**src/rtl/matx_pkg.sv**
```systemverilog
// Shared constants, error codes and FSM state encoding for the MATX hex parser.
// Holds the tag string and a helper that returns one tag character by match position.
package matx_pkg;

    localparam int TAG_LEN = 8;
    localparam logic [8*TAG_LEN-1:0] TAG = "MATX_TAG";

    localparam logic [7:0] CR = 8'h0D;
    localparam logic [7:0] LF = 8'h0A;

    localparam logic [1:0] ERR_NONE    = 2'd0;
    localparam logic [1:0] ERR_NO_TAG  = 2'd1;
    localparam logic [1:0] ERR_BAD_HEX = 2'd2;
    localparam logic [1:0] ERR_SHORT   = 2'd3;

    typedef enum logic [2:0] {
        S_IDLE,
        S_TAG,
        S_SEEK,
        S_HI,
        S_LO,
        S_EMIT,
        S_DONE,
        S_ERR
    } state_t;

    // The first tag character sits in the most significant byte of the string literal.
    function automatic logic [7:0] tag_char(input logic [2:0] m);
        return TAG[8*(TAG_LEN-1-int'(m)) +: 8];
    endfunction

endpackage

```
**src/rtl/hex_ascii_decode.sv**
```systemverilog
// Combinational ASCII hex digit decoder: char -> {is_hex, nibble}.
// Lowercase 'a'-'f' is accepted only when MATX_PARSER_LOWERCASE_EN is defined.
module hex_ascii_decode (
    input  logic [7:0] char_i,
    output logic       is_hex_o,
    output logic [3:0] nibble_o
);

    // NOTE: every output of a combinational block gets a default first, so no path
    // through the if/else chain can leave it unassigned and infer a latch.
    always_comb begin
        is_hex_o = 1'b0;
        nibble_o = 4'd0;
        if (char_i >= 8'h30 && char_i <= 8'h39) begin
            is_hex_o = 1'b1;
            nibble_o = char_i[3:0];
        end else if (char_i >= 8'h41 && char_i <= 8'h46) begin
            is_hex_o = 1'b1;
            nibble_o = char_i[3:0] + 4'd9;
        end
`ifdef MATX_PARSER_LOWERCASE_EN
        else if (char_i >= 8'h61 && char_i <= 8'h66) begin
            is_hex_o = 1'b1;
            nibble_o = char_i[3:0] + 4'd9;
        end
`else
        else begin
            is_hex_o = 1'b0;
        end
`endif
    end

endmodule

```
**src/rtl/matx_hex_parser.sv**
```systemverilog
// Scans the SD sector buffer for "MATX_TAG", then decodes N_BYTES CRLF-separated
// two-digit hex lines into bytes streamed with their index over a valid/ready port.
module matx_hex_parser
    import matx_pkg::*;
#(
    parameter int ADDR_W  = 9,
    parameter int N_BYTES = 32,
    parameter int IDX_W   = 5
) (
    input  logic              clk,
    input  logic              reset_n,
    input  logic              start,
    output logic [ADDR_W-1:0] ram_addr,
    output logic              ram_en,
    input  logic [7:0]        ram_dout,
    output logic              out_valid,
    input  logic              out_ready,
    output logic [7:0]        out_data,
    output logic [IDX_W-1:0]  out_idx,
    output logic              busy,
    output logic              done,
    output logic              err,
    output logic [1:0]        err_code
);

    localparam logic [ADDR_W-1:0] ADDR_MAX = '1;
    localparam logic [IDX_W-1:0]  IDX_LAST = IDX_W'(N_BYTES - 1);

    state_t            state_q, state_d;
    logic [ADDR_W-1:0] addr_q,  addr_d;
    logic              eob_q,   eob_d;   // address ADDR_MAX has been consumed
    logic              rd_q,    rd_d;    // TAG/LO: 0 = issue read, 1 = sample data
    logic [2:0]        m_q,     m_d;
    logic              nl_q,    nl_d;    // one LF already seen since the last byte
    logic [3:0]        hi_q,    hi_d;
    logic [7:0]        data_q,  data_d;
    logic [IDX_W-1:0]  idx_q,   idx_d;
    logic [1:0]        code_q,  code_d;

    logic       ch_is_hex;
    logic [3:0] ch_nibble;

    hex_ascii_decode u_dec (
        .char_i   (ram_dout),
        .is_hex_o (ch_is_hex),
        .nibble_o (ch_nibble)
    );

    // NOTE: state registers use non-blocking assignments so every flop samples the
    // pre-edge value of every other flop, independent of statement order.
    always_ff @(posedge clk) begin
        if (!reset_n) begin
            state_q <= S_IDLE;
            addr_q  <= '0;
            eob_q   <= 1'b0;
            rd_q    <= 1'b0;
            m_q     <= '0;
            nl_q    <= 1'b0;
            hi_q    <= '0;
            data_q  <= '0;
            idx_q   <= '0;
            code_q  <= ERR_NONE;
        end else begin
            state_q <= state_d;
            addr_q  <= addr_d;
            eob_q   <= eob_d;
            rd_q    <= rd_d;
            m_q     <= m_d;
            nl_q    <= nl_d;
            hi_q    <= hi_d;
            data_q  <= data_d;
            idx_q   <= idx_d;
            code_q  <= code_d;
        end
    end

    always_comb begin
        state_d = state_q;
        addr_d  = addr_q;
        eob_d   = eob_q;
        rd_d    = rd_q;
        m_d     = m_q;
        nl_d    = nl_q;
        hi_d    = hi_q;
        data_d  = data_q;
        idx_d   = idx_q;
        code_d  = code_q;
        ram_en  = 1'b0;

        // Every sampled char moves the pointer on; the last address sets eob instead of wrapping.
        if ((state_q == S_SEEK) || ((state_q == S_TAG || state_q == S_LO) && rd_q)) begin
            if (addr_q == ADDR_MAX) begin
                eob_d = 1'b1;
            end else begin
                addr_d = addr_q + ADDR_W'(1);
            end
        end

        case (state_q)
            S_IDLE, S_DONE, S_ERR: begin
                if (start) begin
                    state_d = S_TAG;
                    addr_d  = '0;
                    eob_d   = 1'b0;
                    rd_d    = 1'b0;
                    m_d     = '0;
                    nl_d    = 1'b0;
                    idx_d   = '0;
                    code_d  = ERR_NONE;
                end
            end

            S_TAG: begin
                if (!rd_q) begin
                    ram_en = 1'b1;
                    rd_d   = 1'b1;
                end else begin
                    rd_d = 1'b0;
                    if (ram_dout == tag_char(m_q) && m_q == 3'(TAG_LEN - 1)) begin
                        state_d = S_HI;
                        nl_d    = 1'b0;
                    end else begin
                        if (ram_dout == tag_char(m_q)) begin
                            m_d = m_q + 3'd1;
                        end else begin
                            m_d = (ram_dout == tag_char(3'd0)) ? 3'd1 : 3'd0;
                        end
                        if (addr_q == ADDR_MAX) begin
                            state_d = S_ERR;
                            code_d  = ERR_NO_TAG;
                        end
                    end
                end
            end

            // Read-issue cycle for SEEK; running out of buffer here means the data is short.
            S_HI: begin
                if (eob_q) begin
                    state_d = S_ERR;
                    code_d  = ERR_SHORT;
                end else begin
                    ram_en  = 1'b1;
                    state_d = S_SEEK;
                end
            end

            S_SEEK: begin
                if (ram_dout == CR) begin
                    state_d = S_HI;
                end else if (ram_dout == LF) begin
                    if (nl_q) begin
                        state_d = S_ERR;
                        code_d  = ERR_SHORT;
                    end else begin
                        nl_d    = 1'b1;
                        state_d = S_HI;
                    end
                end else if (ch_is_hex) begin
                    hi_d    = ch_nibble;
                    state_d = S_LO;
                end else begin
                    state_d = S_ERR;
                    code_d  = ERR_BAD_HEX;
                end
            end

            S_LO: begin
                if (!rd_q) begin
                    if (eob_q) begin
                        state_d = S_ERR;
                        code_d  = ERR_SHORT;
                    end else begin
                        ram_en = 1'b1;
                        rd_d   = 1'b1;
                    end
                end else begin
                    rd_d = 1'b0;
                    if (ch_is_hex) begin
                        data_d  = {hi_q, ch_nibble};
                        state_d = S_EMIT;
                    end else begin
                        state_d = S_ERR;
                        code_d  = ERR_BAD_HEX;
                    end
                end
            end

            S_EMIT: begin
                if (out_ready) begin
                    idx_d   = idx_q + IDX_W'(1);
                    nl_d    = 1'b0;
                    state_d = (idx_q == IDX_LAST) ? S_DONE : S_HI;
                end
            end

            default: state_d = S_IDLE;
        endcase
    end

    assign ram_addr  = addr_q;
    assign out_valid = (state_q == S_EMIT);
    assign out_data  = data_q;
    assign out_idx   = idx_q;
    assign busy      = (state_q != S_IDLE) && (state_q != S_DONE) && (state_q != S_ERR);
    assign done      = (state_q == S_DONE);
    assign err       = (state_q == S_ERR);
    assign err_code  = code_q;

endmodule

```
**config.mk**
```make
export PLATFORM = sky130hd
export DESIGN_NAME = matx_hex_parser
export DESIGN_NICKNAME = d
export VERILOG_FILES = /design/src/rtl/matx_pkg.sv /design/src/rtl/hex_ascii_decode.sv /design/src/rtl/matx_hex_parser.sv
export SDC_FILE = /design/constraint.sdc
export NUM_CORES = 1
export LEC_CHECK = 0
export CORE_MARGIN = 2
export CORE_UTILIZATION = 35
export DETAILED_ROUTE_END_ITERATION = 10
export MAX_ROUTING_LAYER = met4
export PLACE_DENSITY = 0.55
export SYNTH_ARGS = -nofsm -noshare
export SYNTH_HDL_FRONTEND = slang
export SYNTH_SLANG_ARGS = --single-unit
```
**constraint.sdc**
```tcl
create_clock -name clk -period 2.63 [get_ports clk]
set_input_delay 0.263 -clock clk [delete_from_list [all_inputs] [get_ports clk]]
set_output_delay 0.263 -clock clk [all_outputs]
set_load 0.05 [all_outputs]
```
# ---- After elaboration in Yosys (flattened, before gate mapping)
# Cells that the tools add are included.
dict set report op_classes {
  addsub 5
  magnitude_cmp 4
  n_eq_ne 27
  shift 1
  muxes 59
  bitwise 2
  n_reduce_logical 24
}
# operator count
set ops {}
lappend ops {{64-bit by 7-bit variable part select with 8-bit output (first input constant)} 1}
lappend ops {{3-bit two-way mux} 16}
lappend ops {{9-bit two-way mux} 4}
lappend ops {{2-bit two-way mux} 12}
lappend ops {{3-bit one-hot mux with 6 select lines} 1}
lappend ops {{8-bit by 4-bit == test with 1-bit output (second input constant)} 2}
lappend ops {{1-bit two-way mux} 16}
lappend ops {{3-bit == test (second input constant)} 5}
lappend ops {{7-bit AND reduction} 2}
lappend ops {{3-bit inequality test (second input constant)} 4}
lappend ops {{5-bit two-way mux} 2}
lappend ops {{2-bit one-hot mux with 5 select lines} 1}
lappend ops {{5-bit one-hot mux with 2 select lines} 1}
lappend ops {{9-bit by 1-bit adder with 9-bit output (second input constant)} 1}
lappend ops {{9-bit == test (second input constant)} 1}
lappend ops {{8-bit by 7-bit == test with 1-bit output (second input constant)} 1}
lappend ops {{8-bit == test} 1}
lappend ops {{8-bit by 6-bit greater-or-equal comparator with 1-bit output (second input constant)} 1}
lappend ops {{8-bit by 7-bit greater-or-equal comparator with 1-bit output (second input constant)} 1}
lappend ops {{8-bit by 6-bit less-or-equal comparator with 1-bit output (second input constant)} 1}
lappend ops {{8-bit by 7-bit less-or-equal comparator with 1-bit output (second input constant)} 1}
lappend ops {{4-bit two-way mux} 2}
lappend ops {{2-bit by 1-bit inequality test with 1-bit output (second input constant)} 4}
lappend ops {{2-bit inequality test (second input constant)} 4}
lappend ops {{other kinds (24)} 37}
dict set report totals {
  ff_bits 37
  in_bits 12
  word_cells 132
}

# ---- Depth between registers and ports, before layout
dict set report depth {
  depth_word 8
  mapped_depth 11
  ltp_nobuf 8
}

# ---- By module
# Synthesis repeated with hierarchy kept, for this count alone.
dict set report hier_totals {
  hier_cells 314
  area_unflattened_um2 2513.7
}
# mod n_inst cells_each area_each_um2
set by_module_without_submodules {}
lappend by_module_without_submodules {matx_hex_parser 1 290 2342.2}
lappend by_module_without_submodules {hex_ascii_decode 1 24 171.4}

# ---- Least setup slack after synthesis
# No wires, ideal clock.
dict set report synth_timing {
  path_kind {register to register}
  start {register m_q[1]}
  end {register code_q[1] (netlist: err_code[1])}
  arrival_ns 2.103
  t_required_ns 2.558
  path_slack_ns 0.456
  path_stages_with_launch 9
  synth_period_minus_slack_ns 2.174
  path_cell_list {dfxtp_1 -> inv_1 -> ha_1 -> xnor2_1 -> o31a_1 -> nor4b_1 -> a31oi_1 -> o21ai_1 -> mux2i_1}
}
dict set report synth_between {
  elab_chain_len 6
  elab_cells_between_ends 7
  cone_classes {add/sub: 1; eq/ne: 3; shift: 1; reduce/logical: 2}
}
# item line
set synth_lines {}
lappend synth_lines {{start: declaration} matx_hex_parser.sv:33} ;# logic [2:0] m_q, m_d;
lappend synth_lines {{start signal: assignment} matx_hex_parser.sv:68} ;# m_q <= m_d;
lappend synth_lines {{3-bit by 3-bit subtractor with 4-bit output} matx_pkg.sv:29} ;# return TAG[8*(TAG_LEN-1-int'(m)) +: 8];
lappend synth_lines {{64-bit by 7-bit variable part select with 8-bit output} matx_pkg.sv:29}
lappend synth_lines {{8-bit == test} matx_hex_parser.sv:119} ;# if (ram_dout == tag_char(m_q) && m_q == 3'(TAG_LEN - 1)) begin
lappend synth_lines {{1-bit logical AND (*)} matx_hex_parser.sv:119}
lappend synth_lines {{2-bit inequality test (no source line) (*)} --}
lappend synth_lines {{7-bit AND reduction (no source line) (*)} --}
lappend synth_lines {{end signal: assignment} matx_hex_parser.sv:73} ;# code_q <= code_d;
lappend synth_lines {{end: declaration} matx_hex_parser.sv:38} ;# logic [1:0] code_q, code_d;
# Mark *: on every way between the ends. The rest lies on a longest branch, timed or not.
# A chain may end at the register's enable or synchronous reset.

# ---- Worst setup path after layout
dict set report layout_timing {
  start {register state_q[0]}
  end {output ram_en}
}
dict set report layout_between {
  elab_chain_len 2
  elab_cells_between_ends 4
  cone_classes {eq/ne: 3; mux: 1}
}
# item line
set layout_lines {}
lappend layout_lines {{start: declaration} matx_hex_parser.sv:29} ;# state_t state_q, state_d;
lappend layout_lines {{start signal: assignment} matx_hex_parser.sv:64} ;# state_q <= state_d;
lappend layout_lines {{3-bit == test (tied with other cells)} matx_hex_parser.sv:99} ;# case (state_q)
lappend layout_lines {{1-bit one-hot mux with 3 select lines (*)} matx_hex_parser.sv:99}
lappend layout_lines {{end: declaration} matx_hex_parser.sv:14} ;# output logic ram_en,
# Marked as above.

==> reports/qor.txt <==
Largest family of logic cells by synthesized area: simple AND/OR/NAND/NOR gates
Deepest clock path buffer count: 2
Met3 Routed Length: 193 um
HPWL reported at the end of detailed placement: 4908 um
Post-route ant nets: 0
RSZ-0062 raised after global routing: no
DP Worst Slack: 18.30 ps
WL final: 6477 um
GR Overflow Total: 0
# diodes: 0
Hold Buf Count CTS: 0
Worst Path Required: 2370 ps
Number of DRC markers in iteration 0: 156
Initial Util: 35.68%
Hold depth: 2
Syn_area_per_cell: 7.805 um^2
Met1 WL: 3374 um
Nets@finish: 407
R2r worst-path depth: 9
FP Rows: 31
Worst Tran Pin Value: 611.6 ps
Post-synth top flop: dfxtp_1
Max VDD drop: 0.4085 mV
Synth Register Bits: 37
Routability cong.: 0.8736
Reg-to-Reg Start: m_q[0]$_SDFFE_PN0P_
CTS resizes: 0
Final setup margin: 194.5 ps
CTS Buf Count: 5
Clock latency on the worst-skew pair: 300 ps
FF-to-FF End: err_code[1]$_SDFFE_PN0P_
Hold Crit Start: out_idx[4]$_SDFFE_PN0P_
Largest net degree at the start of global routing: 17
Endpoints failing setup: 0
Detailed-route via count: 2,465
Final Total Pwr: 2.442 mW
Ratio of final minimum period to clock period: 92.60%
Crit path cell chain: nand2b_1 -> nor2_1 -> a22o_1 -> clkdlybuf4s50_1
Highest routed metal layer: met4
Sink Count: 37
Adder-Cell Fraction of Synth Area: 6.843%
Max-Cap Viols: 0
Synth Area in Simple Gates: 26.39%
Fin crit period: 2436 ps
Seq. cell area: 740.7 um^2
Io pins: 41
Post-CTS Setup Inserts: 0
Critical path class: reg -> out
Netlist cell types: 54
Mean routed wirelength per cell: 13.47 um
Reg2Reg Setup Slack: 420 ps
CTS tree: yes
Worst clock skew: 9.145 ps
Pleak: 1.273 nW
Hold endpoint: out_idx[4]$_SDFFE_PN0P_
Synth Area in XOR/XNOR: 3.763%
HP Class: reg -> reg
Post-synth EDFFs: 0
Setup crit start kind: flip-flop
Seq/Total Area, Yosys: 28.93%
Die Y: 89.52 um
Slowest-stage cell, CP: clkdlybuf4s50_1
Vias in the first global route: 2,222
Final number of max-transition violations: 0
Final hold vios: 0
Synthesized area: 2560 um^2
Port bufs: 40
Setup TNS Final: 0 ps
Pwr dens: 745.2 nW/um^2
Vias per cell: 5.125
Drc violations: 0
Layout area overhead: 28.01%
Layout cells sized above 1: 10.47%
Initial DRT Pass Iterations: 4
Slowest stage delay, CP: 790 ps
CP arrival: 2170 ps
Asr flop ratio synth: 0%
Crit-path max FO: 16
Cell family with most CP delay: buffers and inverters
Syn Nets: 354
Initial antenna violation count: 0
All-Layer GR Usage: 17.34%
Mux cell area share after synthesis: 3.128%
First-pass GRT wire length: 10,700 um
# fillers: 730
Syn. warnings: 0
CP endpoint kind: primary output
CTS H-tree depth: 2
Die W: 89.52 um
Core area: 7176 um^2
Max Freq: 0.4106 GHz
Syn Inst Count: 328
Clock Pin Slew Worst Setup and Hold Paths: 80 ps
Clock root cell: clkbuf_8
Post-synthesis compound-gate area fraction: 24.98%
WP buf/inv: 1
Met2 routed WL: 2869 um
Area of the multi-input gates: 1667 um^2
Relative slew slack: 59.22%
Die area: 8014 um^2
Status: finished clean
[power by group]
group	internal [mW]	switching (mW)	total (mW)	leakage [nW]
sequential	0.606	0.111	0.717	0.299
combinational	0.478	0.748	1.23	0.919
clock	0.285	0.215	0.500	0.0554
[Yosys cell counts (2+ instances only)]
master / n / share of area, %
a211oi_1: 4 / 1.2
a21boi_0: 5 / 1.5
a21oi_1: 20 / 3.9
a31oi_1: 6 / 1.5
and2_1: 6 / 1.5
and3_1: 3 / 0.73
and3b_1: 2 / 0.68
buf_2: 2 / 0.39
buf_6: 3 / 1.3
clkbuf_1: 12 / 1.8
dfxtp_1: 37 / 29
ha_1: 14 / 6.8
inv_1: 15 / 2.2
mux2i_1: 8 / 3.1
nand2_1: 36 / 5.3
nand2b_1: 10 / 2.4
nand3_1: 8 / 1.6
nor2_1: 33 / 4.8
nor2b_1: 11 / 2.7
nor3_1: 8 / 1.6
nor3b_1: 2 / 0.59
nor4b_1: 3 / 1.0
o211a_1: 8 / 3.1
o211ai_1: 3 / 0.88
o21ai_0: 19 / 3.7
o221ai_1: 3 / 1.0
o22ai_1: 3 / 0.73
o2bb2ai_1: 3 / 1.0
o31a_1: 3 / 1.0
or2_2: 3 / 0.73
or3_1: 3 / 0.73
xnor2_1: 5 / 1.7
xor2_1: 6 / 2.1
[cell type report]
type	count	share of cell area, %
clock inverters	2	1.184
inverters	15	1.718
well taps	99	3.780
clock buffers	6	2.215
multi-input cells	258	50.86
repair buffers	64	17.64
flip-flops and latches	37	22.60
[worst max-delay path by stage]
stage,from,to,slack [ps],cells past startpoint
floorplan,m_q[1]$_SDFFE_PN0P_,err_code[1]$_SDFFE_PN0P_,460,8
global placement,ram_dout[0],err_code[1]$_SDFFE_PN0P_,160,9
detailed placement,ram_dout[1],hi_q[2]$_SDFFE_PN0P_,20,10
CTS,state_q[0]$_SDFFE_PN0P_,ram_en,190,4
global route,state_q[0]$_SDFFE_PN0P_,ram_en,60,4
finish,state_q[0]$_SDFFE_PN0P_,ram_en,190,4
[metal layers]
metal,track usage [%],vias to the layer above
li1,-,1281
met1,24.89,1142
met2,25.05,38
met3,4.063,4
met4,2.985,0
met5,-,-
[tightest hold or removal path, delay by kind of cell, from the launching register on]
kind	cells	cell delay, ps
flip-flops	1	330
AO/OA/AOI/OAI	1	60
AND/OR/NAND/NOR	1	50
[placed cells by master, fill, tap and decap left out, types with 2 or more instances in the layout]
master            n
nand2_1          36
a21boi_0          5
nor2b_1          11
ha_1             14
clkdlybuf4s50_1  39
dfxtp_1          37
o2bb2ai_1         3
a31oi_1           6
or3_1             3
xnor2_1           5
and2_1            6
nor3b_1           2
a211oi_1          4
o22ai_1           3
nor2_1           33
o211a_1           8
nor3_1            8
xor2_1            6
buf_4            25
and3b_1           2
nand3_1           8
clkbuf_8          5
and3_1            3
nand2b_1         10
mux2i_1           8
a21oi_1          20
o21ai_0          19
o31a_1            3
o211ai_1          3
or2_2             3
inv_1            15
nor4b_1           3
o221ai_1          3
[metrics by stage]
stage                     hold WS, ps  cells  area (um^2)  util (%)
after detailed placement        480.7    473         3166     44.12
after CTS                       491.5    481         3277     45.67
after global routing            514.8    481         3277     45.67
after floorplan                 414.5    328         2560         -
after global placement          480.2    473         3166     44.12
final                           484.7    481         3277     45.67
[kinds of logic (layout without fill, tap and decap cells)]
logic type / count (synthesis) / count (layout)
mux: 8 / 8
fa+ha+maj: 14 / 14
compound gates: 92 / 92
simple gates: 133 / 133
flops: 37 / 37
xor+xnor: 11 / 11
buf+inv: 33 / 87
[registers in the layout (all words and copies together), names as in the netlist]
register	count
hi_q	4
err_code	2
ram_addr	9
out_idx	5
out_data	8
m_q	3
eob_q	1
rd_q	1
state_q	3
nl_q	1
Power figures use the tool's default switching activity.
